## config.mk

```make
export PLATFORM = sky130hd
export DESIGN_NAME = muldiv_unit
export DESIGN_NICKNAME = d
export VERILOG_FILES = /design/src/rtl/riscv_pkg.sv /design/src/rtl/muldiv_step.sv /design/src/rtl/muldiv_unit.sv
export SDC_FILE = /design/constraint.sdc
export NUM_CORES = 1
export LEC_CHECK = 0
export CORE_AREA = 5 5 170 172
export CTS_CLUSTER_SIZE = 30
export DETAILED_ROUTE_END_ITERATION = 7
export DIE_AREA = 0 0 175 177
export HOLD_SLACK_MARGIN = 0.06
export PLACE_DENSITY_LB_ADDON = 0.2
export SLEW_MARGIN = 25
export SYNTH_ARGS = -nofsm -noshare
export SYNTH_HDL_FRONTEND = slang
export SYNTH_SLANG_ARGS = --single-unit
```

## constraint.sdc

```tcl
create_clock -name clk -period 8 [get_ports clk]
set_input_delay 1.2 -clock clk [delete_from_list [all_inputs] [get_ports clk]]
set_output_delay 1.2 -clock clk [all_outputs]
set_load 0.01 [all_outputs]
```

## src/rtl/riscv_pkg.sv

```systemverilog
// Shared definitions for the RV32M multiply/divide unit.
//   XLEN          : operand/result width
//   MD_*          : funct3 encodings of the M-extension operations
//   md_state_e    : FSM state encoding of muldiv_unit
package riscv_pkg;

  localparam int XLEN = 32;

  localparam logic [2:0] MD_MUL    = 3'b000;
  localparam logic [2:0] MD_MULH   = 3'b001;
  localparam logic [2:0] MD_MULHSU = 3'b010;
  localparam logic [2:0] MD_MULHU  = 3'b011;
  localparam logic [2:0] MD_DIV    = 3'b100;
  localparam logic [2:0] MD_DIVU   = 3'b101;
  localparam logic [2:0] MD_REM    = 3'b110;
  localparam logic [2:0] MD_REMU   = 3'b111;

  typedef enum logic [1:0] {
    ST_IDLE = 2'd0,
    ST_CALC = 2'd1,
    ST_DONE = 2'd2
  } md_state_e;

endpackage

```

## src/rtl/muldiv_step.sv

```systemverilog
// One iteration of the unsigned multiply/divide datapath (combinational).
//   is_div  : 1 = restoring shift-compare-subtract, 0 = radix-2 shift-add
//   acc_in  : {high half, low half} working register
//   opnd    : multiplicand (mul) or divisor (div) magnitude
//   acc_out : working register after this iteration
// Multiply: high half accumulates, low half holds the multiplier and shifts
// right, so after W steps acc holds the 2W-bit product.
// Divide: high half is the partial remainder, low half starts as the dividend
// and shifts left while quotient bits enter at bit 0.
module muldiv_step
  import riscv_pkg::*;
#(
  parameter int W = 32
) (
  input  logic             is_div,
  input  logic [2*W-1:0]   acc_in,
  input  logic [W-1:0]     opnd,
  output logic [2*W-1:0]   acc_out
);

  logic [W:0]   sum;
  logic [W:0]   rem_sh;
  logic [W-1:0] diff;

  always_comb begin
    sum     = '0;
    rem_sh  = '0;
    diff    = '0;
    acc_out = acc_in;
    if (is_div) begin
      // Shifted remainder can need W+1 bits before the compare.
      rem_sh = {acc_in[2*W-1:W], acc_in[W-1]};
      // When the subtract is taken the difference is below the divisor, so
      // the low W bits are exact.
      diff   = rem_sh[W-1:0] - opnd;
      if (rem_sh >= {1'b0, opnd}) begin
        acc_out = {diff, acc_in[W-2:0], 1'b1};
      end else begin
        acc_out = {rem_sh[W-1:0], acc_in[W-2:0], 1'b0};
      end
    end else begin
      sum     = {1'b0, acc_in[2*W-1:W]} + (acc_in[0] ? {1'b0, opnd} : {(W+1){1'b0}});
      acc_out = {sum, acc_in[W-1:1]};
    end
  end

endmodule

```

## src/rtl/muldiv_unit.sv

```systemverilog
// Iterative RV32M multiply/divide unit for the EX stage.
//   clk, rst          : clock, synchronous active-high reset
//   start, op         : request and funct3 of the M-extension operation
//   rs1_data/rs2_data : forwarded operands, latched when the op is accepted
//   flush             : abort current operation / ignore start
//   stall_req         : combinational stall request to the hazard unit
//   busy              : registered, high while iterating
//   done              : registered one-cycle result-valid pulse
//   result            : registered result, held until the next done
// Operands are reduced to magnitudes on entry; the unsigned core runs 32
// iterations and the sign is restored on the final edge.
module muldiv_unit
  import riscv_pkg::*;
#(
  parameter int XLEN  = 32,
  parameter int CNT_W = 5
) (
  input  logic            clk,
  input  logic            rst,
  input  logic            start,
  input  logic [2:0]      op,
  input  logic [XLEN-1:0] rs1_data,
  input  logic [XLEN-1:0] rs2_data,
  input  logic            flush,
  output logic            stall_req,
  output logic            busy,
  output logic            done,
  output logic [XLEN-1:0] result
);

  md_state_e             state_q, state_d;
  logic [CNT_W-1:0]      cnt_q, cnt_d;
  logic [2:0]            op_q, op_d;
  logic [2*XLEN-1:0]     acc_q, acc_d;
  logic [XLEN-1:0]       opnd_q, opnd_d;
  logic                  neg_q, neg_d;
  logic                  rem_neg_q, rem_neg_d;
  logic                  busy_q, busy_d;
  logic                  done_q, done_d;
  logic [XLEN-1:0]       result_q, result_d;

  logic                  signed_a, signed_b, a_neg, b_neg;
  logic [XLEN-1:0]       a_mag, b_mag;
  logic                  div_by_zero, sgn_ovf;
  logic [2*XLEN-1:0]     step_acc, prod_fix;
  logic [XLEN-1:0]       quo_fix, rem_fix, final_res;

  // MUL is treated as signed x signed; the low half is identical either way.
  always_comb begin
    signed_a    = (op != MD_MULHU) && (op != MD_DIVU) && (op != MD_REMU);
    signed_b    = signed_a && (op != MD_MULHSU);
    a_neg       = signed_a & rs1_data[XLEN-1];
    b_neg       = signed_b & rs2_data[XLEN-1];
    a_mag       = a_neg ? -rs1_data : rs1_data;
    b_mag       = b_neg ? -rs2_data : rs2_data;
    div_by_zero = op[2] & (rs2_data == '0);
    sgn_ovf     = op[2] & ~op[0] & (rs1_data == {1'b1, {(XLEN-1){1'b0}}})
                  & (rs2_data == '1);
  end

  muldiv_step #(.W(XLEN)) u_step (
    .is_div  (op_q[2]),
    .acc_in  (acc_q),
    .opnd    (opnd_q),
    .acc_out (step_acc)
  );

  // Sign correction applied to the output of the last iteration.
  always_comb begin
    prod_fix  = neg_q ? -step_acc : step_acc;
    quo_fix   = neg_q ? -step_acc[XLEN-1:0] : step_acc[XLEN-1:0];
    rem_fix   = rem_neg_q ? -step_acc[2*XLEN-1:XLEN] : step_acc[2*XLEN-1:XLEN];
    final_res = prod_fix[XLEN-1:0];
    case (op_q)
      MD_MUL:                       final_res = prod_fix[XLEN-1:0];
      MD_MULH, MD_MULHSU, MD_MULHU: final_res = prod_fix[2*XLEN-1:XLEN];
      MD_DIV, MD_DIVU:              final_res = quo_fix;
      default:                      final_res = rem_fix;
    endcase
  end

  always_comb begin
    state_d   = state_q;
    cnt_d     = cnt_q;
    op_d      = op_q;
    acc_d     = acc_q;
    opnd_d    = opnd_q;
    neg_d     = neg_q;
    rem_neg_d = rem_neg_q;
    result_d  = result_q;
    busy_d    = 1'b0;
    done_d    = 1'b0;
    case (state_q)
      ST_IDLE: begin
        if (start && !flush) begin
          op_d      = op;
          acc_d     = {{XLEN{1'b0}}, a_mag};
          opnd_d    = b_mag;
          neg_d     = a_neg ^ b_neg;
          rem_neg_d = a_neg;
          cnt_d     = '0;
          if (div_by_zero) begin
            // op[1] separates REM* from DIV*.
            result_d = op[1] ? rs1_data : '1;
            state_d  = ST_DONE;
            done_d   = 1'b1;
          end else if (sgn_ovf) begin
            result_d = op[1] ? '0 : rs1_data;
            state_d  = ST_DONE;
            done_d   = 1'b1;
          end else begin
            state_d = ST_CALC;
            busy_d  = 1'b1;
          end
        end
      end
      ST_CALC: begin
        if (flush) begin
          state_d = ST_IDLE;
        end else begin
          acc_d = step_acc;
          cnt_d = cnt_q + 1'b1;
          if (cnt_q == {CNT_W{1'b1}}) begin
            state_d  = ST_DONE;
            done_d   = 1'b1;
            result_d = final_res;
          end else begin
            busy_d = 1'b1;
          end
        end
      end
      ST_DONE: begin
        state_d = ST_IDLE;
      end
      default: begin
        state_d = ST_IDLE;
      end
    endcase
  end

  always_ff @(posedge clk) begin
    if (rst) begin
      state_q   <= ST_IDLE;
      cnt_q     <= '0;
      op_q      <= '0;
      acc_q     <= '0;
      opnd_q    <= '0;
      neg_q     <= 1'b0;
      rem_neg_q <= 1'b0;
      busy_q    <= 1'b0;
      done_q    <= 1'b0;
      result_q  <= '0;
    end else begin
      state_q   <= state_d;
      cnt_q     <= cnt_d;
      op_q      <= op_d;
      acc_q     <= acc_d;
      opnd_q    <= opnd_d;
      neg_q     <= neg_d;
      rem_neg_q <= rem_neg_d;
      busy_q    <= busy_d;
      done_q    <= done_d;
      result_q  <= result_d;
    end
  end

  // Combinational so the pipeline freezes in the very cycle start is seen.
  assign stall_req = ((state_q == ST_IDLE) & start & ~flush) | (state_q == ST_CALC);
  assign busy      = busy_q;
  assign done      = done_q;
  assign result    = result_q;

endmodule

```

==> metrics.md, run 1 <==
| Metric | Value |
|---|---|
| TritonCTS Buffers | `17` |
| Sequential cell area fraction in the yosys report | `0.189` |
| Worst IR Drop VDD | `0.000141 V` |
| HP Class | `reg2reg` |
| Post-Syn Instances | `2100` |
| Buffers on Ports | `105` |
| First-pass GRT wire length | `92.7 mm` |
| Core ar. | `27300 sq um` |
| WL/cell | `24.6 um` |
| Tmin final | `6750 ps` |
| CTS max path bufs | `2` |
| Nets@finish | `2262` |
| Initial antenna violation count | `0` |
| Fmax achieved | `148 MHz` |
| Number of fill cells | `2592` |
| CTS root buffer | `clkbuf_16` |
| Hold WS | `457 ps` |
| Die area | `31000 sq um` |
| Yosys reg bits | `142` |
| Slack of the critical path | `1250 ps` |
| Synth Net Count | `2244` |
| Critical Path Start Type | `register` |
| Post-DRT Antenna Nets | `0` |
| CTS tree | `built` |
| Synth Flop Type | `dfxtp_1` |
| Reg area | `2850 sq um` |
| Post-route insts no fill | `2477` |
| Via/cell ratio | `6.87` |
| Critical path arrival | `7070 ps` |
| Max-slew headroom | `0.264` |
| Via count | `17000` |
| Asr flop ratio synth | `0` |
| Share of layout cells above drive strength 1 | `0.0619` |
| Post-CTS setup buffer count | `0` |
| CTS H-tree depth | `4` |
| CP endpoint kind | `register` |
| Util after Layout | `0.616` |
| GRT Util Overall | `0.382` |
| Net Sw Frac | `0.375` |
| Dpl hpwl | `46.8 mm` |
| Top cell type's share of synthesized area | `0.189` |
| Gate power share | `0.321` |
| Worst-margin pin slew | `1090 ps` |
| Reg clk slew, reported paths | `70 ps` |
| Area contributors post-synth | `dfxtp_1 19%, nor2_1 6.4%, ha_1 5.9%` |
| Fin crit share | `0.844` |
| Die Ht | `177 um` |
| EDFF count, synth | `0` |
| PwrDens | `140 nW/um^2` |
| Sequential share of power | `0.327` |
| Kind of critical path | `reg2reg` |
| Syn Area/Cell | `7.17 sq um` |
| Multi-input logic area | `11400 sq um` |
| Net switching power | `0.884 mW` |
| Worst-skew pair later-pin latency | `450 ps` |
| Total grt overflow | `0` |
| Routed WL | `61.1 mm` |
| Dpl cells | `2445` |
| Die Wd | `175 um` |
| RSZ-0062 raised after global routing | `false` |
| Slew Limit Fails | `0` |
| Post-cts resize count | `0` |
| Cell taking the most area after synthesis | `dfxtp_1` |
| Max cap viols | `0` |
| Worst Path Max Fanout | `18` |
| Io pins | `106` |
| Ant. Diodes | `0` |
| Routability cong. | `1.00` |
| Final Setup Violations | `0` |
| Int Pwr | `1.47 mW` |
| Most frequent cell after synthesis | `nor2_1` |
| Total negative setup slack | `0 ps` |
| Pre-CTS setup slack | `1400 ps` |
| Most frequent cells after synthesis | `258 x nor2_1, 211 x nand2_1, 151 x a21oi_1` |
| Static Leak | `6.26 nW` |
| Area grow syn2layout | `11.9%` |
| Clk sinks | `142` |
| Num rows | `61` |
| Largest net degree at the start of global routing | `75` |
| DRC viols | `0` |
| Hold Violations, Final | `0` |
| Vias in the first global route | `15500` |
| Clock skew | `13.5 ps` |
| CP Data Required Time | `8320 ps` |
| Number of library cell types mapped by synthesis | `99` |
| YS warnings | `0` |
| Hold_buf cts | `0` |
| 1st-pass router iterations | `7` |
| DRT iter0 DRCs | `2304` |
| Initial Utilization | `0.551` |
| Clock share of power | `0.352` |
| Mapped cell area | `15100 sq um` |
| Status | `completed` |
-- cell usage in the layout (no fill, tap or decap), types with 13 or more instances in the layout --
master / Yosys / final
xor2_1: 78 / 78
a22oi_1: 33 / 33
a221oi_1: 32 / 32
o221ai_1: 14 / 14
nor3_1: 47 / 47
a21o_1: 29 / 29
and2_1: 41 / 41
nor2b_1: 15 / 14
clkdlybuf4s50_1: 0 / 104
ha_1: 71 / 71
o211ai_1: 30 / 30
nand3_1: 23 / 23
a31oi_1: 18 / 17
nand4_1: 30 / 30
o21ai_0: 135 / 135
nand2_1: 211 / 211
nand2b_1: 20 / 20
o31ai_1: 28 / 28
nor2_1: 258 / 256
or3_1: 22 / 22
xnor2_1: 92 / 92
maj3_1: 19 / 19
nor4_1: 25 / 25
a21oi_1: 151 / 151
inv_1: 65 / 65
nor3b_1: 13 / 13
o21a_1: 14 / 14
clkbuf_16: 0 / 17
buf_4: 0 / 34
a211oi_1: 49 / 49
mux2i_1: 42 / 42
dfxtp_1: 142 / 140
-- path summary, 6_finish.rpt --
kind,startpoint,end,slack [ps],depth (start not counted)
max reg2reg,acc_q[55]$_SDFFE_PP0P_,result[22]$_SDFFE_PP0P_,1250,21
max,acc_q[55]$_SDFFE_PP0P_,result[22]$_SDFFE_PP0P_,1250,21
min reg2reg,result[27]$_SDFFE_PP0P_,result[27]$_SDFFE_PP0P_,460,2
min,result[27]$_SDFFE_PP0P_,result[27]$_SDFFE_PP0P_,460,2
-- worst max-delay path, stage by stage (launching register included) --
cell and delay, ps:
dfxtp_1 360, ha_1 430, a21oi_1 240, o21ai_1 180, a41o_1 270, a221o_1 530
nor2_2 790, nand2_1 360, o21ai_0 220, ha_1 250, o211ai_1 130, or2_2 330
nor2_1 150, nand3_1 170, nor3_1 250, nand3_1 270, nor4_2 460, nand2_1 250
o31ai_1 300, xor2_1 170, a221oi_1 100, a2111oi_1 400
-- stage by stage --
stage	cell area (sq um)	power, mW
after detailed placement	16200	1.51
final	16800	2.36
after global placement	16200	1.50
after global routing	16800	2.44
after floorplan	15100	1.26
after CTS	16800	2.32
-- power groups by stage --
stage / registers, mW / logic [mW] / clock network (mW)
detailed placement: 0.784 / 0.726 / 0
global route: 0.773 / 0.811 / 0.857
global placement: 0.782 / 0.722 / 0
floorplan: 0.772 / 0.488 / 0
CTS: 0.768 / 0.729 / 0.825
finish: 0.770 / 0.757 / 0.829
-- cell families after synthesis --
group | Yosys count | share of synthesized area
flip-flops | 142 | 0.189
buffers and inverters | 205 | 0.0542
AND/OR/NAND/NOR | 768 | 0.245
adder cells (fa/ha/maj) | 92 | 0.0743
XOR/XNOR | 170 | 0.0989
AO/OA/AOI/OAI | 671 | 0.303
multiplexers | 52 | 0.0356
-- cell type report --
| cell class | instances | area share |
|---|---|---|
| Sequential cell | 142 | 0.169 |
| Clock buffer | 20 | 0.0265 |
| Multi-Input combinational cell | 1753 | 0.679 |
| Clock inverter | 12 | 0.00803 |
| Tap cell | 346 | 0.0257 |
| Timing Repair Buffer | 138 | 0.0770 |
| Inverter | 66 | 0.0147 |
-- layer usage --
| layer | routed length (um) | up-vias | track usage | share of wire |
|---|---|---|---|---|
| li1 | - | 7757 | - | - |
| met1 | 26500 | 8068 | 0.557 | 0.43 |
| met2 | 24800 | 1019 | 0.540 | 0.41 |
| met3 | 7330 | 170 | 0.102 | 0.12 |
| met4 | 2420 | 0 | 0.139 | 0.040 |
| met5 | 0 | - | 0 | 0 |
-- registers in the layout, summed over array words and instances, names as in the netlist, 2 cells and up --
register / cells
acc_q: 64
cnt_q: 5
op_q: 3
opnd_q: 32
result: 32
state_q: 2
Power figures use the tool's default switching activity.
==> run 2, diff against run 1 <==
Clock period 8 ns to 6.5 ns, I/O delays scaled along.
==> run 2 against run 1 <==
- clock skew is 3.1 ps lower
- highest routed layer unchanged
- core utilization up 0.58 points
- routed wire length is 2.9% lower
- register-to-register slack got worse by 850 ps
- largest cell class unchanged
- via count increased by 0.37%
- the flow now finishes with violations (DRC)
- flip-flop and latch count unchanged
==> metrics.md, run 2 (synthesis gave the netlist of run 1 again) <==
| Metric | Value |
|---|---|
| Status | `finished with violations` |
| Failing checks | `DRC` |
| Fmax achieved | `164 MHz` |
| Post-DRT Antenna Nets | `0` |
| Core ar. | `27300 sq um` |
| RSZ-0062 raised after global routing | `false` |
| CP Data Required Time | `6780 ps` |
| First-pass GRT wire length | `90.0 mm` |
| Die Wd | `175 um` |
| Hold Crit Depth | `2` |
| Via count | `17100` |
| Worst-margin pin slew | `1020 ps` |
| Critical path arrival | `6380 ps` |
| Share of layout cells above drive strength 1 | `0.0681` |
| Routability cong. | `1.07` |
| CTS root buffer | `clkbuf_16` |
| Clock skew | `10.4 ps` |
| CTS tree | `built` |
| Dpl cells | `2455` |
| Max cap viols | `0` |
| Most frequent cells in the layout | `256 x nor2_1, 211 x nand2_1, 151 x a21oi_1` |
| FF-to-FF path depth | `14` |
| Post-CTS setup buffer count | `0` |
| Max reg flops | `64` |
| Initial antenna violation count | `0` |
| Number of fill cells | `2554` |
| Final Setup Violations | `0` |
| Total negative setup slack | `0 ps` |
| Initial Utilization | `0.551` |
| Slew Limit Fails | `0` |
| Static Leak | `6.36 nW` |
| CTS H-tree depth | `4` |
| Dpl hpwl | `45.1 mm` |
| Kind of critical path | `reg2reg` |
| Total grt overflow | `0` |
| Die Ht | `177 um` |
| Hold Violations, Final | `0` |
| Routed WL | `59.3 mm` |
| Clk sinks | `142` |
| Area grow syn2layout | `12.9%` |
| Die area | `31000 sq um` |
| Largest net degree at the start of global routing | `93` |
| Io pins | `106` |
| Post-route insts no fill | `2489` |
| Commonest non-fill, non-tap cell in the layout | `nor2_1` |
| 1st-pass router iterations | `8` |
| Post-cts resize count | `0` |
| Worst Path Max Fanout | `25` |
| PwrDens | `176 nW/um^2` |
| TritonCTS Buffers | `17` |
| Via/cell ratio | `6.86` |
| Vias in the first global route | `15400` |
| HP Class | `reg2reg` |
| Worst IR Drop VDD | `0.000180 V` |
| Max-slew headroom | `0.318` |
| Fin crit share | `0.939` |
| Reg with most FFs | `acc_q` |
| Ant. Diodes | `0` |
| CP endpoint kind | `register` |
| Buffers on Ports | `105` |
| Pwr Total | `2.99 mW` |
| Critical Path Start Type | `register` |
| Slack of the critical path | `399 ps` |
| Hold_buf cts | `0` |
| WL/cell | `23.8 um` |
| GRT Util Overall | `0.369` |
| CTS max path bufs | `2` |
| Tmin final | `6100 ps` |
| Worst-skew pair later-pin latency | `440 ps` |
| Nets@finish | `2274` |
| Reg clk slew, reported paths | `60 ps` |
| DRC viols | `3` |
| Pre-CTS setup slack | `638 ps` |
| DRT iter0 DRCs | `2336` |
| Num rows | `61` |
[run 2: cell types whose count changed in the layout (fill, tap and decap cells not counted), sizes merged]
| cell | delta |
|---|---|
| buf | +11 |
| bufinv | +2 |
| clkinvlp | -2 |
| clkinv | +1 |
[run 2: cell type report]
class / instances / area [sq um] / area share
multi-input combinational: 1753 / 11400 / 0.672
sequential: 142 / 2850 / 0.168
timing repair buffer: 150 / 1410 / 0.0827
clock buffer: 19 / 453 / 0.0266
tap: 346 / 433 / 0.0255
inverter: 66 / 248 / 0.0146
clock inverter: 13 / 185 / 0.0109
[run 2: worst paths after layout]
check                                        startpoint                      end  slack [ps]
worst max-delay path             acc_q[55]$_SDFFE_PP0P_  result[29]$_SDFFE_PP0P_         400
worst max register to register   acc_q[55]$_SDFFE_PP0P_  result[29]$_SDFFE_PP0P_         400
worst min-delay path            result[27]$_SDFFE_PP0P_  result[27]$_SDFFE_PP0P_         460
worst min register to register  result[27]$_SDFFE_PP0P_  result[27]$_SDFFE_PP0P_         460
[run 2: worst max-delay path: stages, from the launching register on]
cell and delay (ps):
dfxtp_1 440, ha_1 380, a21oi_1 240, o21ai_1 170, a41o_1 260, a221oi_1 770, nand2_2 660, nand2_1 410
o211ai_1 310, or4_1 690, or4_1 570, nand4b_1 250, mux2i_1 150, nor4_1 520, a2111oi_1 110
[run 2: layer usage]
metal / GRT usage / routed length [um] / vias to the layer above
li1: - / - / 7786
met1: 0.532 / 25200 / 8076
met2: 0.536 / 24800 / 1081
met3: 0.0968 / 7440 / 134
met4: 0.116 / 1880 / 0
met5: 0 / 0 / -
[run 2: where the power goes]
group | total, mW | switching, mW | internal, mW
registers | 0.952 | 0.0449 | 0.907
clock network | 1.10 | 0.437 | 0.665
logic | 0.936 | 0.600 | 0.336
[run 2: through the flow]
stage / instance area, sq um / util / hold WS (ps)
floorplan: 15100 / - / 440
global placement: 16300 / 0.597 / 450
detailed placement: 16300 / 0.597 / 453
CTS: 17000 / 0.621 / 465
global route: 17000 / 0.622 / 487
finish: 17000 / 0.622 / 457
==> run 3, diff against run 2 <==
Settings changed: CAP_MARGIN set to 30, CTS_CLUSTER_SIZE 30 to not set.
==> results of run 3 <==
Same layout as run 2: the final DEF is identical, and so are final timing and power.
==> patch (settings of run 3) <==
Encoding of `md_state_e`: now one-hot (3 bits for 3 states).
--- a/src/rtl/riscv_pkg.sv
+++ b/src/rtl/riscv_pkg.sv
@@ -17,6 +17,6 @@
 
-  typedef enum logic [1:0] {
-    ST_IDLE = 2'd0,
-    ST_CALC = 2'd1,
-    ST_DONE = 2'd2
+  typedef enum logic [2:0] {
+    ST_IDLE = 3'b001,
+    ST_CALC = 3'b010,
+    ST_DONE = 3'b100
   } md_state_e;
Behaviour: same outputs for any inputs over 4 cycles, from zero or initial values and one cycle with rst high; so few cycles prove little.
==> patch against run 3 <==
The run still ends with DRC left; power barely moved; design area rose by 4.9%; clock power fell by 4%; sequential power is 0.6% lower; utilization increased by 3.0 points; combinational power is 4.6% higher; area after synthesis up 4.8%; count of clock-buffer cells in the layout is the same; worst setup slack worse by 72 ps; sequential cell count rose by 1; critical path depth up 5; wire length is 14% higher; largest cell class unchanged.
==> patch: results <==
{
  "place_ws_ps": 348,
  "buf_share_pct": 8.73,
  "r2r-start": "opnd_q[17]",
  "ys_ff_latch": 143,
  "ys_seq_area_share_pct": 18.2,
  "grt_pass1_wl_um": 102000,
  "grt_use_total_pct": 41.7,
  "met1_usage_pct": 56.6,
  "timing.hold.ws_ps": 461,
  "cpLargestDelayFamily": "compound AO/OA/AOI/OAI gates",
  "reg2reg_depth": 19,
  "peakVddDrop_v": 0.000167,
  "routed-via-count": 18951,
  "endpoint": "result[10]",
  "fmax_mhz": 162,
  "cpPeakStageDelay_ps": 610,
  "drc": 5,
  "multi_input_area_um2": 12100,
  "skew_ps": 17.3,
  "met3_usage_pct": 11.4,
  "buffers": 170,
  "placed_area_um2": 17200,
  "netlist_instances": 2239,
  "met1_length_um": 27100,
  "regToRegSetupSlack_ps": 330,
  "n_all_inverters": 68,
  "grt_max_degree": 89,
  "placed_cells": 2609,
  "grt_pass1_vias": 17289,
  "multi_input_gates": 1884,
  "holdPathEnd": "result[1]",
  "wirelength_um": 67400,
  "synth.distinct_cells": 95,
  "synth_area_leaders": "dfxtp_1 (18%), nor2_1 (6.3%), a21oi_1 (6.2%)",
  "relSlewSlack_pct": 26.7,
  "violations": "DRC",
  "met3_length_um": 8560,
  "clockNetworkAreaShare_pct": 3.39,
  "outcome": "finished, violations left",
  "crit_fanout": 12,
  "ys_top_cells_by_count": "nor2_1 (266), nand2_1 (200), a21oi_1 (196)",
  "worstPathArrival_ps": 6490,
  "syn-num-nets": 2383,
  "drive_gt1_share_pct": 7.27,
  "met2_length_um": 28500,
  "fillers": 2553,
  "seq_share_pct": 16.1,
  "gp_congestion": 1.01,
  "wl_per_cell_um": 25.5,
  "avgSynthCellArea_um2": 7.04
}
-- patch: cell count changes in the layout (fill, tap and decap cells not counted), moves of 12 or more --
cell      change
o21ai_0      +28
maj3_1       -19
mux2i_1      -19
nor3_1       +18
mux2_2       +16
xnor2_1      -16
a222oi_1     +16
a21boi_0     +12
buf_4        +19
a211oi_1     +17
a21oi_1      +45
nand3_1      +21
a221oi_1     -19
a31oi_1      +14
-- patch: cell families (layout without fill, tap and decap cells) --
kind of cell / after synthesis / in the layout / share of synthesized area [%]
and+or+nand+nor: 814 / 814 / 25.0
AOI/OAI and AO/OA: 799 / 799 / 34.0
buffers and inverters: 212 / 270 / 5.34
xor gates and xnor gates: 150 / 150 / 8.33
DFF: 143 / 143 / 18.2
adders and majority gates: 73 / 73 / 5.89
muxes: 48 / 48 / 3.25
-- patch: report_power, final --
group,internal [mW],switching [mW]
registers,0.909,0.0378
clock network,0.595,0.470
logic,0.346,0.633
total,1.85,1.14
